## src/rtl/tdm_pkg.sv

```systemverilog
// Shared definitions for the 1:8 TDM receive path.
//   NUM_CH  : number of channels in one frame
//   CH_W    : width of a channel index
//   state_t : framing state (HUNT waits for a sync, LOCKED tracks the frame)
package tdm_pkg;
  localparam int NUM_CH = 8;
  localparam int CH_W   = 3;

  typedef enum logic {
    HUNT   = 1'b0,
    LOCKED = 1'b1
  } state_t;
endpackage

```

## src/rtl/tdm_demux8_decoder3_8.sv

```systemverilog
// decoder3_8: combinational 3-to-8 one-hot write-enable decoder.
// This is the structural inverse of the 8:1 mux select: the mux picks one
// input by index, and this block raises one shadow-slot enable by index.
//   sel    : slot index
//   en     : overall write qualifier; no bit is set when low
//   onehot : one-hot write enables, bit k selects slot k
module decoder3_8
  import tdm_pkg::*;
(
  input  logic [CH_W-1:0]   sel,
  input  logic              en,
  output logic [NUM_CH-1:0] onehot
);

  always_comb begin
    onehot = '0;
    if (en) onehot[sel] = 1'b1;
  end

endmodule

```

## src/rtl/tdm_demux8.sv

```systemverilog
// tdm_demux8: sequential 1:8 time-division demultiplexer.
// Samples arriving on x are steered into an eight-slot shadow bank indexed by
// a channel counter. When the channel-7 sample arrives the whole frame is
// published on y0..y7 in the same edge and frame_valid pulses for one cycle.
// A frame must start with sync on channel 0; framing violations pulse
// sync_err and either restart the frame (early sync) or drop lock (missing
// sync).
//   clk         : rising-edge clock
//   rst_n       : synchronous active-low reset
//   x           : serial sample stream
//   x_valid     : x carries a sample this cycle
//   sync        : (with x_valid) marks the sample as channel 0
//   y0..y7      : registered frame outputs
//   frame_valid : one-cycle pulse when y0..y7 take a new frame
//   ch          : channel the next valid sample will be written to
//   locked      : high while in LOCKED
//   sync_err    : one-cycle pulse on a framing error
module tdm_demux8
  import tdm_pkg::*;
#(
  parameter int WIDTH = 1
) (
  input  logic             clk,
  input  logic             rst_n,
  input  logic [WIDTH-1:0] x,
  input  logic             x_valid,
  input  logic             sync,
  output logic [WIDTH-1:0] y0,
  output logic [WIDTH-1:0] y1,
  output logic [WIDTH-1:0] y2,
  output logic [WIDTH-1:0] y3,
  output logic [WIDTH-1:0] y4,
  output logic [WIDTH-1:0] y5,
  output logic [WIDTH-1:0] y6,
  output logic [WIDTH-1:0] y7,
  output logic             frame_valid,
  output logic [CH_W-1:0]  ch,
  output logic             locked,
  output logic             sync_err
);

  localparam logic [CH_W-1:0] LAST_CH = CH_W'(NUM_CH - 1);

  state_t            state, state_nxt;
  logic [CH_W-1:0]   cnt, cnt_nxt;
  logic              shadow_wr;
  logic              frame_done;
  logic              err_nxt;
  logic [CH_W-1:0]   wr_sel;
  logic [NUM_CH-1:0] wr_en;

  logic [WIDTH-1:0]  shadow [NUM_CH];
  logic [WIDTH-1:0]  y_q    [NUM_CH];

  // Next-state, counter and event decode
  always_comb begin
    state_nxt  = state;
    cnt_nxt    = cnt;
    shadow_wr  = 1'b0;
    frame_done = 1'b0;
    err_nxt    = 1'b0;
    if (x_valid) begin
      unique case (state)
        HUNT: begin
          if (sync) begin
            shadow_wr = 1'b1;
            cnt_nxt   = CH_W'(1);
            state_nxt = LOCKED;
          end
        end
        LOCKED: begin
          if (sync) begin
            // Channel 0 in the right place, or an early sync restarting the frame.
            shadow_wr = 1'b1;
            err_nxt   = (cnt != '0);
            cnt_nxt   = CH_W'(1);
          end else if (cnt == '0) begin
            // A frame must open with sync; without it lock is lost.
            err_nxt   = 1'b1;
            state_nxt = HUNT;
          end else begin
            shadow_wr = 1'b1;
            if (cnt == LAST_CH) begin
              frame_done = 1'b1;
              cnt_nxt    = '0;
            end else begin
              cnt_nxt = cnt + CH_W'(1);
            end
          end
        end
        default: state_nxt = HUNT;
      endcase
    end
  end

  // A sync sample always lands in slot 0, whatever the counter says.
  assign wr_sel = sync ? '0 : cnt;

  decoder3_8 u_dec (
    .sel    (wr_sel),
    .en     (shadow_wr),
    .onehot (wr_en)
  );

  always_ff @(posedge clk) begin
    if (!rst_n) begin
      state       <= HUNT;
      cnt         <= '0;
      frame_valid <= 1'b0;
      sync_err    <= 1'b0;
    end else begin
      state       <= state_nxt;
      cnt         <= cnt_nxt;
      frame_valid <= frame_done;
      sync_err    <= err_nxt;
    end
  end

  // Shadow bank and published frame. The channel-7 sample bypasses the
  // shadow so the frame is complete in the same edge that accepts it.
  always_ff @(posedge clk) begin
    if (!rst_n) begin
      for (int i = 0; i < NUM_CH; i++) begin
        shadow[i] <= '0;
        y_q[i]    <= '0;
      end
    end else begin
      for (int i = 0; i < NUM_CH; i++) begin
        if (wr_en[i]) shadow[i] <= x;
      end
      if (frame_done) begin
        for (int i = 0; i < NUM_CH - 1; i++) y_q[i] <= shadow[i];
        y_q[NUM_CH-1] <= x;
      end
    end
  end

  assign y0     = y_q[0];
  assign y1     = y_q[1];
  assign y2     = y_q[2];
  assign y3     = y_q[3];
  assign y4     = y_q[4];
  assign y5     = y_q[5];
  assign y6     = y_q[6];
  assign y7     = y_q[7];
  assign ch     = cnt;
  assign locked = (state == LOCKED);

endmodule

```

## config.mk

```make
export PLATFORM = sky130hd
export DESIGN_NAME = tdm_demux8
export DESIGN_NICKNAME = d
export VERILOG_FILES = /design/src/rtl/tdm_pkg.sv /design/src/rtl/tdm_demux8_decoder3_8.sv /design/src/rtl/tdm_demux8.sv
export SDC_FILE = /design/constraint.sdc
export NUM_CORES = 1
export LEC_CHECK = 0
export CAP_MARGIN = 15
export CORE_MARGIN = 2
export CORE_UTILIZATION = 45
export CTS_CLUSTER_SIZE = 40
export DETAILED_ROUTE_END_ITERATION = 16
export PLACE_DENSITY_LB_ADDON = 0.1
export REMOVE_ABC_BUFFERS = 1
export SLEW_MARGIN = 30
export SYNTH_ARGS = -nofsm -noshare
export SYNTH_HDL_FRONTEND = slang
export SYNTH_SLANG_ARGS = --single-unit
```

## constraint.sdc

```tcl
create_clock -name clk -period 2.2 [get_ports clk]
set_input_delay 0.66 -clock clk [delete_from_list [all_inputs] [get_ports clk]]
set_output_delay 0.66 -clock clk [all_outputs]
set_load 0.02 [all_outputs]
```

Word-level counts from Yosys, hierarchy flattened --
Memories as Yosys holds them, arrays and structs flattened. Cells that the tools add are included.
Word-level totals: output and inout bits 14, memories kept 2, flip-flop bits (word level) 6, RAM bits 16, input port bits 5
Operators by class: mux-type cells 65, equality and inequality tests 3, add/sub/neg operators 1, reductions and logical operators 5, order comparisons 2, bitwise gates (word level) 17
Memory list:
- shadow | words 8, width 1, read ports 7, clocked after memory_dff 0, write ports 8, line tdm_demux8.sv:52 | logic [WIDTH-1:0] shadow [NUM_CH];
- y_q | words 8, width 1, read ports 8, clocked after memory_dff 0, write ports 8, line tdm_demux8.sv:53 | logic [WIDTH-1:0] y_q [NUM_CH];
Operators by type and width (number):
- two-way mux 1 bit | 56
- OR 1 bit | 16
- two-way mux 3 bit | 5
- two-way mux 8 bit | 1
- case mux 3 bit (2 select lines) | 1
- AND reduction 3 bit | 2
- less-than comparator 3 x 4 -> 1 bit, second input constant | 1
- adder 3 x 1 -> 3 bit, second input constant | 1
- demux 1 bit (select 3 bit) | 1
- == test 3 bit, second input constant | 1
- greater-or-equal comparator 3 x 1 -> 1 bit, second input constant | 1
- logical NOT 3 bit | 1
- != test 3 bit, second input constant | 1
- nonzero test 3 bit | 1
- != test 2 bit, second input constant | 1
- case mux 1 bit (2 select lines) | 1
- logical AND 1 bit | 1
- inverter 1 bit | 1

Logic depth before layout (Yosys ltp) --
Gate-level depths: netlist of run 1.
word-level depth 10, depth in mapped cells 7, mapped depth without buffers 7

By module --
A second synthesis of run 1 with hierarchy kept.
Unflattened totals: cells, all modules 90, area total of the unflattened synthesis 1031.0 um^2
Modules (own cells, without submodules):
- tdm_demux8 | seq. area each 510.5 um^2, instances 1, cells an instance 82, area an instance 935.9 um^2
- decoder3_8 | seq. area each 0.0 um^2, instances 1, cells an instance 8, area an instance 95.1 um^2

Least setup slack after synthesis of run 1 --
OpenSTA, ideal clock, no wires.
kind input-to-reg, from input sync, to memory shadow[3], buffers on the path 1, stages on the path 6, required time 2074 ps, library setup time 126 ps, data arrival time 2080 ps, setup slack -5 ps, cell sequence clkbuf_1 -> inv_1 -> ha_1 -> nor3_2 -> or4b_4 -> mux2i_1
RTL lines:
- start: declaration | line tdm_demux8.sv:27 | input logic sync,
- end: declaration | line tdm_demux8.sv:52

==> metrics.txt, run 1 <==
outcome=completed; row cnt=16; core area=a little over 0.002 sq mm; ys flop type=dfxtp_1; worst-path cell chain=clkdlybuf4s50_1 > inv_1 > ha_1 > nor4b_1 > nand4_1 > nand2_1; cell-internal power=540 uW; CP endpoint kind=flip-flop; Min-Delay Path Depth=2; DP Worst Slack=-218 ps; chip height=50.8 microns; Syn Area/Cell=10.9 sq um; CP max-delay cell=clkdlybuf4s50_1; pin count of the biggest net entering global routing=13; first-iteration detailed-routing DRC count=6; Switching Fraction=0.250; antenna violations before repair=0; relative slew slack=0.700; Crit Path Class=input pin to flip-flop; Peak VDD IR=281 uV; drt total wl=between 1500 and 2000 microns; Worst Clk Skew=1.85 ps; CP peak stage delay=470 ps; Synth cell types=35; CTS Sinks=21; CP startpoint kind=input pin; unrepaired setup endpoints after global routing=false; Worst Tran Pin Value=443 ps; max cap viols=0; Post-synth EDFFs=9; utilization after layout=0.661; first-pass GRT wire length=3360 microns; DR vias/cell=5.04; period utilisation layout=0.969; port bufs=18; Clock Pin Slew Worst Setup and Hold Paths=120 ps; CP max FO=4; FF-to-FF setup slack=around 200 ps; CTS Buffer Depth=2; total number of H-tree levels=1; Remaining DRCs=0; area grow syn2layout=35.7%; Skew-Pair Late Insertion Delay=~300 ps; Mapped Area=985 sq um; Starting Density=0.487; part of the power in registers=0.586; Synth area leader=edfxtp_1; Post-CTS Hold Buffers=0; R2R Path End=shadow[5]; gr usage total=0.175; Post-synth ARST share=0; Post-layout nets=135; R2R depth=7; io pins=19; GRT overflow=0; Pleak=between 0.0005 and 0.0006 uW; Wirelength per Cell=12.3 microns; Hold Crit Class=flip-flop to flip-flop; dominant cells by area after synthesis=edfxtp_1 27%, dfxtp_1 24%, mux2i_1 6.1%; CTS Root Cell=clkbuf_4; reg2reg start=ch[0]; delay-heaviest family, CP=simple AND/OR/NAND/NOR gates; fmax=0.469 GHz; gp weighted congestion=0.815; total CTS buffers=3; CP required=2240 ps; vias in the first global route=784; Fin. Hold Viols=0; CP Depth=6; via count=766; critical path endpoint=shadow[5]; Final ANT Viol Nets=0; die area=0.00258 sq mm; first-pass detailed-route iteration total=4; crit path DAT=2170 ps; Seq/Total Area, Yosys=0.518; net switching power=180 uW; # diodes=0; CP bufs+invs=2; Setup crit start=sync; Yosys Warn Count=0; Final min period=2130 ps; Syn Inst Count=90; Seq cells post-synth=21; Die X=50.8 microns; combinational power share=0.154; top-area cell type share of the netlist area=0.274; Setup WS post-layout=~68 ps; Slew Limit Fails=0; PD cells=539 mW/mm^2; dpl hpwl=1430 microns; Clock power frac=0.260; # setup viols final=0; CTS tree=built; share of layout cells above drive strength 1=0.232
==> area by class of cell <==
type	count	area, sq um
Sequential cell	21	512
Tap cell	27	33.8
Timing Repair Buffer	34	300
Clock inverter	1	5.00
Clock buffer	3	22.5
Fill cell	168	686
Inverter	6	22.5
Multi-Input combinational cell	60	440
==> cell usage after synthesis, drive strengths merged, types with 2 or more instances <==
cell	number
and3	3
inv	6
mux2i	6
and2	2
a21oi	2
or4b	2
nor2	3
clkbuf	3
dfxtp	12
nor3	2
ha	4
nand2	13
nand3	2
o21ai	2
edfxtp	9
nor2b	3
nor4b	3
==> placed cells by master (no fill, tap or decap), types with 4 or more instances in the layout <==
master | Yosys | layout
buf_4 | 0 | 16
ha_1 | 4 | 4
nand2_1 | 12 | 12
inv_1 | 5 | 5
mux2i_1 | 6 | 6
dfxtp_1 | 12 | 11
clkdlybuf4s50_1 | 0 | 18
edfxtp_1 | 9 | 9
==> state kept, by name (all words and copies together), names as in the netlist <==
| signal | cells |
|---|---|
| shadow | 7 |
| frame_valid | 1 |
| ch | 3 |
| y_q | 8 |
| locked | 1 |
| sync_err | 1 |
==> what timing repair did <==
| action | in CTS | in global routing |
|---|---|---|
| setup endpoints to repair | 0 | 1 |
| resized for setup | 0 | 1 |
| endpoints found under the hold margin | 0 | 0 |
| buffers inserted | 0 | 0 |
==> per-stage QoR <==
step	cells	cell area, sq um	total power [uW]	TNS [ps]	hold slack [ps]
2_1_floorplan	87	973	479	0	441
3_3_place_gp	148	1310	540	-350	455
3_5_place_dp	148	1310	542	-578	464
4_1_cts	152	1340	726	0	487
5_1_grt	152	1340	751	0	515
6_report	152	1340	720	0	482
==> power by group through the flow <==
stage / Combinational, uW / Sequential [uW] / Clock [uW]
floorplan: 32.4 / 446 / 0
global placement: 110 / 430 / 0
detailed placement: 111 / 431 / 0
CTS: 112 / 422 / 193
global route: 121 / 423 / 207
finish: 111 / 422 / 187
==> metal layers <==
layer	global-route usage	part of all wire	up-vias
li1	-	-	395
met1	0.208	0.46	348
met2	0.314	0.49	19
met3	0.0268	0.033	4
met4	0.0676	0.014	0
met5	0	0	-
==> how the worst min path moves through the flow <==
stage	from	slack, ps	end
after CTS	shadow[0]	490	shadow[0]
after detailed placement	shadow[0]	460	shadow[0]
final	shadow[3]	480	shadow[3]
after global routing	shadow[4]	520	shadow[4]
after global placement	shadow[0]	460	shadow[0]
after floorplan	shadow[0]	440	shadow[0]
==> worst min-delay path: stages, from the launching register on <==
cell     delay [ps]
dfxtp_1         330
nand2_1          60
mux2i_1          60
==> cell families after synthesis <==
| logic type | share of synthesized area |
|---|---|
| DFF | 0.518 |
| adders and majority gates | 0.0508 |
| buffers and inverters | 0.0343 |
| AOI/OAI and AO/OA | 0.0623 |
| and+or+nand+nor | 0.273 |
| muxes | 0.0610 |
No activity file was read; power rests on OpenSTA's default activity.
==> run 2: changes to the inputs <==
--- a/config.mk
+++ b/config.mk
@@ -5,7 +5,6 @@
 export SDC_FILE = /design/constraint.sdc
 export NUM_CORES = 1
 export LEC_CHECK = 0
-export CAP_MARGIN = 15
 export CORE_MARGIN = 2
 export CORE_UTILIZATION = 45
 export CTS_CLUSTER_SIZE = 40
==> results of run 2 <==
Same layout as run 1: the final DEF is identical, and so are final timing and power.
